$ cat src/rtl/decode_hazard_ctrl_pkg.sv
// Shared pipeline definitions for the decode hazard controller: register
// index width, the register-zero constant, the NOP slot encoding, the FSM
// state type and the RAW compare helper.
package decode_hazard_ctrl_pkg;

    localparam int REG_AW = 5;
    localparam logic [REG_AW-1:0] REG_ZERO = '0;

    typedef enum logic {
        ST_RUN   = 1'b0,
        ST_FLUSH = 1'b1
    } state_t;

    // Destination bookkeeping for one older pipeline stage.
    typedef struct packed {
        logic [REG_AW-1:0] rd;
        logic              wr;
        logic              ld;
    } slot_t;

    localparam slot_t SLOT_NOP = '{rd: REG_ZERO, wr: 1'b0, ld: 1'b0};

    // True when an instruction reading rs/rt depends on the value the slot
    // will write. Register zero is hard-wired and never creates a dependency.
    function automatic logic raw_hit(
        input slot_t             s,
        input logic [REG_AW-1:0] rs,
        input logic [REG_AW-1:0] rt,
        input logic              uses_rs,
        input logic              uses_rt
    );
        return s.wr && (s.rd != REG_ZERO) &&
               ((uses_rs && (rs == s.rd)) || (uses_rt && (rt == s.rd)));
    endfunction

endpackage

$ cat src/rtl/decode_hazard_ctrl_if.sv
// Decode-stage bundle: the ID instruction fields and EX status coming in,
// the fetch/decode latch enables going out.
interface decode_hazard_ctrl_if #(
    parameter int REG_AW = decode_hazard_ctrl_pkg::REG_AW
);
    logic              id_valid;
    logic [REG_AW-1:0] id_rs;
    logic [REG_AW-1:0] id_rt;
    logic              id_uses_rs;
    logic              id_uses_rt;
    logic [REG_AW-1:0] id_rd;
    logic              id_reg_write;
    logic              id_mem_read;
    logic              ex_branch_taken;
    logic              ex_busy;
    logic              pc_we;
    logic              ifid_we;
    logic              ifid_flush;
    logic              idex_we;
    logic              idex_bubble;
    logic              hazard_stall;

    // Pipeline side: presents the instruction and EX status.
    modport master (
        output id_valid, id_rs, id_rt, id_uses_rs, id_uses_rt,
               id_rd, id_reg_write, id_mem_read, ex_branch_taken, ex_busy,
        input  pc_we, ifid_we, ifid_flush, idex_we, idex_bubble, hazard_stall
    );

    // Controller side: consumes the instruction, drives the enables.
    modport slave (
        input  id_valid, id_rs, id_rt, id_uses_rs, id_uses_rt,
               id_rd, id_reg_write, id_mem_read, ex_branch_taken, ex_busy,
        output pc_we, ifid_we, ifid_flush, idex_we, idex_bubble, hazard_stall
    );

endinterface

$ cat src/rtl/decode_hazard_ctrl_dest_tracker.sv
// EX/MEM destination shift register plus the RAW compares of the ID
// instruction against both older slots.
module dest_tracker
    import decode_hazard_ctrl_pkg::*;
(
    input  logic              clk,
    input  logic              rst,
    input  logic              i_hold,
    input  logic              i_issue,
    input  slot_t             i_id_slot,
    input  logic [REG_AW-1:0] i_rs,
    input  logic [REG_AW-1:0] i_rt,
    input  logic              i_uses_rs,
    input  logic              i_uses_rt,
    output logic              o_raw_ex,
    output logic              o_raw_mem,
    output logic              o_ex_ld
);

    slot_t r_ex_slot;
    slot_t r_mem_slot;

    // Advance EX->MEM each unheld edge; a non-issued cycle injects a NOP.
    always_ff @(posedge clk) begin
        // NOTE: non-blocking so r_mem_slot takes the old r_ex_slot value.
        if (rst) begin
            r_ex_slot  <= SLOT_NOP;
            r_mem_slot <= SLOT_NOP;
        end else if (!i_hold) begin
            r_ex_slot  <= i_issue ? i_id_slot : SLOT_NOP;
            r_mem_slot <= r_ex_slot;
        end
    end

    // Dependency of the ID instruction on each older slot.
    always_comb begin
        o_raw_ex  = raw_hit(r_ex_slot,  i_rs, i_rt, i_uses_rs, i_uses_rt);
        o_raw_mem = raw_hit(r_mem_slot, i_rs, i_rt, i_uses_rs, i_uses_rt);
        o_ex_ld   = r_ex_slot.ld;
    end

endmodule

$ cat src/rtl/decode_hazard_ctrl.sv
// Decode hazard controller: tracks older destinations, detects RAW hazards,
// counts post-branch flush cycles and drives the PC, IF/ID and ID/EX enables.
module decode_hazard_ctrl
    import decode_hazard_ctrl_pkg::state_t;
    import decode_hazard_ctrl_pkg::ST_RUN;
    import decode_hazard_ctrl_pkg::ST_FLUSH;
    import decode_hazard_ctrl_pkg::slot_t;
#(
    parameter bit FWD_EN       = 1'b1,
    parameter int FLUSH_CYCLES = 1,
    parameter int REG_AW       = decode_hazard_ctrl_pkg::REG_AW
) (
    input logic                 clk,
    input logic                 rst,
    decode_hazard_ctrl_if.slave bus
);

    if (FLUSH_CYCLES < 1 || FLUSH_CYCLES > 3) begin : g_bad_flush_cycles
        $error("FLUSH_CYCLES must be in 1..3");
    end
    if (REG_AW != decode_hazard_ctrl_pkg::REG_AW) begin : g_bad_reg_aw
        $error("REG_AW must match the pipeline package width");
    end

    localparam logic [1:0] FLUSH_RELOAD = 2'(FLUSH_CYCLES - 1);

    state_t     r_state;
    logic [1:0] r_flush_cnt;

    slot_t w_id_slot;
    logic  w_raw_ex;
    logic  w_raw_mem;
    logic  w_ex_ld;
    logic  w_hz;
    logic  w_flush;
    logic  w_issue;

    assign w_id_slot = '{rd: bus.id_rd, wr: bus.id_reg_write, ld: bus.id_mem_read};
    assign w_flush   = bus.ex_branch_taken || (r_state == ST_FLUSH);

    dest_tracker u_dest_tracker (
        .clk       (clk),
        .rst       (rst),
        .i_hold    (bus.ex_busy),
        .i_issue   (w_issue),
        .i_id_slot (w_id_slot),
        .i_rs      (bus.id_rs),
        .i_rt      (bus.id_rt),
        .i_uses_rs (bus.id_uses_rs),
        .i_uses_rt (bus.id_uses_rt),
        .o_raw_ex  (w_raw_ex),
        .o_raw_mem (w_raw_mem),
        .o_ex_ld   (w_ex_ld)
    );

    // With forwarding only a load in EX cannot be bypassed in time.
    always_comb begin
        if (FWD_EN) begin
            w_hz = bus.id_valid && w_raw_ex && w_ex_ld;
        end else begin
            w_hz = bus.id_valid && (w_raw_ex || w_raw_mem);
        end
    end

    // Priority mux: reset, flush, EX hold, RAW stall, normal issue.
    always_comb begin
        // NOTE: every signal gets a default first so no path infers a latch.
        bus.pc_we        = 1'b1;
        bus.ifid_we      = 1'b1;
        bus.ifid_flush   = 1'b0;
        bus.idex_we      = 1'b1;
        bus.idex_bubble  = 1'b0;
        bus.hazard_stall = 1'b0;
        w_issue          = 1'b0;
        if (rst) begin
            bus.pc_we       = 1'b0;
            bus.ifid_we     = 1'b0;
            bus.ifid_flush  = 1'b1;
            bus.idex_bubble = 1'b1;
        end else if (w_flush) begin
            bus.ifid_flush  = 1'b1;
            bus.idex_bubble = 1'b1;
        end else if (bus.ex_busy) begin
            bus.pc_we       = 1'b0;
            bus.ifid_we     = 1'b0;
            bus.idex_we     = 1'b0;
        end else if (w_hz) begin
            bus.pc_we        = 1'b0;
            bus.ifid_we      = 1'b0;
            bus.idex_bubble  = 1'b1;
            bus.hazard_stall = 1'b1;
        end else begin
            w_issue = bus.id_valid;
        end
    end

    // Flush FSM: the branch cycle itself is the first flush cycle, FLUSH
    // covers the remaining ones and pauses while EX is busy.
    always_ff @(posedge clk) begin
        if (rst) begin
            r_state     <= ST_RUN;
            r_flush_cnt <= '0;
        end else if (bus.ex_branch_taken) begin
            if (FLUSH_CYCLES > 1) begin
                r_state     <= ST_FLUSH;
                r_flush_cnt <= FLUSH_RELOAD;
            end else begin
                r_state     <= ST_RUN;
                r_flush_cnt <= '0;
            end
        end else if ((r_state == ST_FLUSH) && !bus.ex_busy) begin
            if (r_flush_cnt <= 2'd1) begin
                r_state     <= ST_RUN;
                r_flush_cnt <= '0;
            end else begin
                r_flush_cnt <= r_flush_cnt - 2'd1;
            end
        end
    end

endmodule

$ cat src/flat_wrapper.sv
// flat-port wrapper written by rule: the top's interface ports become plain ports
module decode_hazard_ctrl_flat import decode_hazard_ctrl_pkg::state_t; import decode_hazard_ctrl_pkg::ST_RUN; import decode_hazard_ctrl_pkg::ST_FLUSH; import decode_hazard_ctrl_pkg::slot_t;
#(
    parameter bit FWD_EN       = 1'b1,
    parameter int FLUSH_CYCLES = 1,
    parameter int REG_AW       = decode_hazard_ctrl_pkg::REG_AW
)
  (clk, rst, bus_id_valid, bus_id_rs, bus_id_rt, bus_id_uses_rs, bus_id_uses_rt, bus_id_rd, bus_id_reg_write, bus_id_mem_read, bus_ex_branch_taken, bus_ex_busy, bus_pc_we, bus_ifid_we, bus_ifid_flush, bus_idex_we, bus_idex_bubble, bus_hazard_stall);
  decode_hazard_ctrl_if #(.REG_AW(REG_AW)) bus_i ();
  input logic clk;
  input logic rst;
  input wire logic [$bits(bus_i.id_valid)-1:0] bus_id_valid;
  input wire logic [$bits(bus_i.id_rs)-1:0] bus_id_rs;
  input wire logic [$bits(bus_i.id_rt)-1:0] bus_id_rt;
  input wire logic [$bits(bus_i.id_uses_rs)-1:0] bus_id_uses_rs;
  input wire logic [$bits(bus_i.id_uses_rt)-1:0] bus_id_uses_rt;
  input wire logic [$bits(bus_i.id_rd)-1:0] bus_id_rd;
  input wire logic [$bits(bus_i.id_reg_write)-1:0] bus_id_reg_write;
  input wire logic [$bits(bus_i.id_mem_read)-1:0] bus_id_mem_read;
  input wire logic [$bits(bus_i.ex_branch_taken)-1:0] bus_ex_branch_taken;
  input wire logic [$bits(bus_i.ex_busy)-1:0] bus_ex_busy;
  output wire logic [$bits(bus_i.pc_we)-1:0] bus_pc_we;
  output wire logic [$bits(bus_i.ifid_we)-1:0] bus_ifid_we;
  output wire logic [$bits(bus_i.ifid_flush)-1:0] bus_ifid_flush;
  output wire logic [$bits(bus_i.idex_we)-1:0] bus_idex_we;
  output wire logic [$bits(bus_i.idex_bubble)-1:0] bus_idex_bubble;
  output wire logic [$bits(bus_i.hazard_stall)-1:0] bus_hazard_stall;
  assign bus_i.id_valid = bus_id_valid;
  assign bus_i.id_rs = bus_id_rs;
  assign bus_i.id_rt = bus_id_rt;
  assign bus_i.id_uses_rs = bus_id_uses_rs;
  assign bus_i.id_uses_rt = bus_id_uses_rt;
  assign bus_i.id_rd = bus_id_rd;
  assign bus_i.id_reg_write = bus_id_reg_write;
  assign bus_i.id_mem_read = bus_id_mem_read;
  assign bus_i.ex_branch_taken = bus_ex_branch_taken;
  assign bus_i.ex_busy = bus_ex_busy;
  assign bus_pc_we = bus_i.pc_we;
  assign bus_ifid_we = bus_i.ifid_we;
  assign bus_ifid_flush = bus_i.ifid_flush;
  assign bus_idex_we = bus_i.idex_we;
  assign bus_idex_bubble = bus_i.idex_bubble;
  assign bus_hazard_stall = bus_i.hazard_stall;
  decode_hazard_ctrl #(.FWD_EN(FWD_EN), .FLUSH_CYCLES(FLUSH_CYCLES), .REG_AW(REG_AW)) u_core (.clk(clk), .rst(rst), .bus(bus_i));
endmodule
$ cat config.mk
export PLATFORM = sky130hd
export DESIGN_NAME = decode_hazard_ctrl_flat
export DESIGN_NICKNAME = d
export VERILOG_FILES = /design/src/rtl/decode_hazard_ctrl_pkg.sv /design/src/rtl/decode_hazard_ctrl_if.sv /design/src/rtl/decode_hazard_ctrl_dest_tracker.sv /design/src/rtl/decode_hazard_ctrl.sv /design/src/flat_wrapper.sv
export SDC_FILE = /design/constraint.sdc
export NUM_CORES = 1
export LEC_CHECK = 0
export CAP_MARGIN = 20
export CORE_AREA = 2 2 40 42
export CTS_CLUSTER_SIZE = 30
export DETAILED_ROUTE_END_ITERATION = 10
export DIE_AREA = 0 0 42 44
export GPL_TIMING_DRIVEN = 0
export HOLD_SLACK_MARGIN = 0.02
export PLACE_DENSITY = 0.78
export REMOVE_ABC_BUFFERS = 1
export SYNTH_ARGS = -nofsm -noshare
export SYNTH_HDL_FRONTEND = slang
export SYNTH_SLANG_ARGS = --single-unit
$ cat constraint.sdc
create_clock -name clk -period 3.8 [get_ports clk]
set_clock_uncertainty 0.15 [all_clocks]
set_input_delay 0.76 -clock clk [delete_from_list [all_inputs] [get_ports clk]]
set_output_delay 0.76 -clock clk [all_outputs]
set_load 0.01 [all_outputs]
==> results of run 1 <==
## stage by stage
stage / cells / util [%] / area, µm²
final: 106 / 59.08 / 838.3
after global routing: 106 / 59.08 / 838.3
after CTS: 105 / 58.55 / 830.8
after detailed placement: 101 / 56.70 / 804.5
after global placement: 101 / 56.70 / 804.5
after floorplan: 56 / - / 494.2
## cells in the mapped netlist
cell type | instances | area [µm²]
nand2_1 | 10 | 37.54
or4_4 | 1 | 11.26
o22ai_1 | 1 | 6.260
o21ai_1 | 1 | 5.000
nor4b_2 | 1 | 15.01
clkbuf_1 | 2 | 7.510
nor4_1 | 1 | 6.260
a32oi_1 | 7 | 61.31
o21ai_0 | 6 | 30.03
dfxtp_1 | 7 | 140.1
nor2_2 | 1 | 6.260
o31ai_1 | 1 | 7.510
o2111ai_4 | 1 | 26.28
nor2b_1 | 1 | 6.260
xnor2_1 | 10 | 87.58
nor2_1 | 1 | 3.750
nand4_1 | 2 | 12.51
inv_1 | 2 | 7.510
a221oi_2 | 1 | 15.01
o22a_1 | 1 | 8.760
buf_4 | 1 | 7.510
## state kept, by name, indices dropped and copies added (netlist names)
signal	cells
u_core.u_dest_tracker.r_ex_slot	6
u_core.u_dest_tracker.o_ex_ld	1
## area by class of cell
| type | count | area share (%) |
|---|---|---|
| sequential | 7 | 16.72 |
| inverter | 2 | 0.8955 |
| timing repair buffer | 30 | 35.52 |
| clock buffer | 4 | 3.134 |
| multi-input combinational | 47 | 41.34 |
| tap | 16 | 2.388 |
## worst max-delay path: cells and delay by family
kind,cells,cell delay [ns]
simple gates,1,0.13
xor+xnor,1,0.12
compound gates,2,0.65
buf+inv,2,1.00
## kinds of logic (layout without fill, tap and decap cells)
logic type,after synthesis,after routing,share of synthesized area [%]
AOI/OAI and AO/OA,19,19,31.45
buffers and inverters,5,36,4.424
DFF,7,7,27.52
xor gates and xnor gates,10,10,17.20
and+or+nand+nor,18,18,19.41
## final timing paths
kind | startpoint | endpoint | cells past startpoint
worst min register to register | u_core.u_dest_tracker.o_ex_ld | u_core.u_dest_tracker.o_ex_ld | 2
worst min-delay path | u_core.u_dest_tracker.o_ex_ld | u_core.u_dest_tracker.o_ex_ld | 2
worst max-delay path | bus_id_rs[1] | bus_pc_we | 6
worst max register to register | u_core.u_dest_tracker.r_ex_slot[3] | u_core.u_dest_tracker.r_ex_slot[1] | 4
## routing by layer
layer  vias up  GRT usage [%]  wire length (µm)
li1        289              -                 -
met1       263          17.04               538
met2        21          22.50               602
met3         4          2.917                76
met4         0          9.677                27
met5         -              0                 0
## power by group through the flow
stage / Clock (mW) / Combinational, mW / Sequential [mW]
floorplan: 0 / 0.0241 / 0.0824
global route: 0.0737 / 0.0650 / 0.0825
CTS: 0.0704 / 0.0602 / 0.0820
global placement: 0 / 0.0591 / 0.0834
detailed placement: 0 / 0.0600 / 0.0835
finish: 0.0684 / 0.0602 / 0.0820
==> run_results.csv, run 1 <==
group,metric,value,unit
outcome,status,"complete, no violations",
grt,grt_max_degree,15,
floorplan,placement_rows,14,
pwr,p_switching,0.05403,mW
sta,fin_setup_tns,0,ns
finish,layout_commonest_cell,"clkdlybuf4s50_1",
detailed_routing,drtPass1Iterations,4,
finish,layout_common_cells,"clkdlybuf4s50_1, xnor2_1, nand2_1, a32oi_1, dfxtp_1",
worst_setup_path,end_kind,"primary output",
clock_tree,cts_tree,"yes",
placement,gp_congestion,0.7000,
grt,overflow,0,
worst_setup_path,required,2.89,ns
grt,track_usage,14.10,%
clock_tree,postCtsHoldBufs,0,
worst_setup_path,cp_slowest_cell,"o22ai_1",
clock_tree,clkSinkCount,7,
grt,grt_pass1_vias,471,
logic_synthesis,synth_seq_cells,7,
logic_synthesis,synthDistinctLibCells,21,
clock_tree,clockRootBuffer,"clkbuf_4",
flow_run,maxCapViolCount,0,
logic_synthesis,synth-seq-area-share,27.52,%
detailed_routing,via_per_inst,5.443,
detailed_routing,drc,0,
worst_setup_path,cp.arrival,2.66,ns
logic_synthesis,syn_area,509.2,µm²
finish,n_antenna_cell,0,
logic_synthesis,syn_inst,59,
grt,grt_pass1_wl,1966,µm
detailed_routing,drt_iter0_markers,10,
sta,slew-limit-headroom,58.76,%
clock_tree,clk_latency,0.25,ns
floorplan,die_w,42,µm
detailed_routing,final_antenna_net_count,0,
finish,finalNetCount,115,
worst_setup_path,worst-setup-path-type,"in -> out",
worst_setup_path,crit_fanout,8,
clock_tree,postCtsSetupRepairBufs,0,
floorplan,die_h,44,µm
finish,area_growth,64.62,%
finish,multi_input_area,346.6,µm²
sta,setup_ws,0.2270,ns
finish,seq_area,140.1,µm²
floorplan,pin_count,30,
worst_setup_path,startpoint_type,"input port",
sta,finalCriticalPeriod,3.573,ns
clock_tree,h-tree-depth,1,
clock_tree,cts_made_buffers,3,
pwr,combPwrFrac,28.6,%
floorplan,core_area,1419,µm²
pwr,pwr-share-clk,32.5,%
logic_synthesis,yosysWarnings,0,
pwr,swShare,25.66,%
detailed_routing,drt_wl_total,1246,µm
placement,hpwlAfterDp,973.1,µm
pwr,p_per_area,251.2,nW/µm²
finish,n_fill_cell,142,
clock_tree,clkTransAtPathRegs,0.05,ns
sta,tightest_slew,0.6186,ns
pwr,p_leak,0.2633,nW
detailed_routing,num_vias,577,
placement,io_buffers,29,
worst_setup_path,critPathMostFrequentCell,"clkdlybuf4s50_1",
floorplan,initial_core_util,35.89,%
clock_tree,cts_buffer_depth,2,
grt,antenna_found_initial,0,
pwr,power.total,0.2106,mW
min_path,hp-class,"reg -> reg",
worst_setup_path,cp_cell_sequence,"clkdlybuf4s50_1 -> xnor2_1 -> nand4_1 -> o22ai_1 -> a221oi_2 -> clkdlybuf4s50_1",
sta,fin_crit_sh,94.03,%
pwr,p_int,0.1565,mW
sta,final_hold_viol_count,0,
detailed_routing,wire_per_inst,11.75,µm
finish,drive_gt1_share,10.00,%
floorplan,die_area,1848,µm²
logic_synthesis,syn_area_per_cell,8.631,µm²
worst_setup_path,critPathMaxStageDelay,0.53,ns
clock_tree,cts.repair.resized,0,
pwr,ir_drop,0.1992,mV
placement,dp_slack,0.2194,ns
sta,holdWs,0.3797,ns
sta,max_clock_freq,279.9,MHz
sta,setup-violations-final,0,
sta,rsz0062_at_grt,"false",
pwr,seq_power_share,38.9,%
worst_setup_path,rrSetupSlack,2.06,ns
sta,maxSlewViolCount,0,
Note: power is estimated with default switching activity, not from simulation.
==> inputs of run 2 (changes only) <==
TNS_END_PERCENT = 1   (was unset)
==> results of run 2 <==
No change in the layout: final DEF, timing and power equal those of run 1.
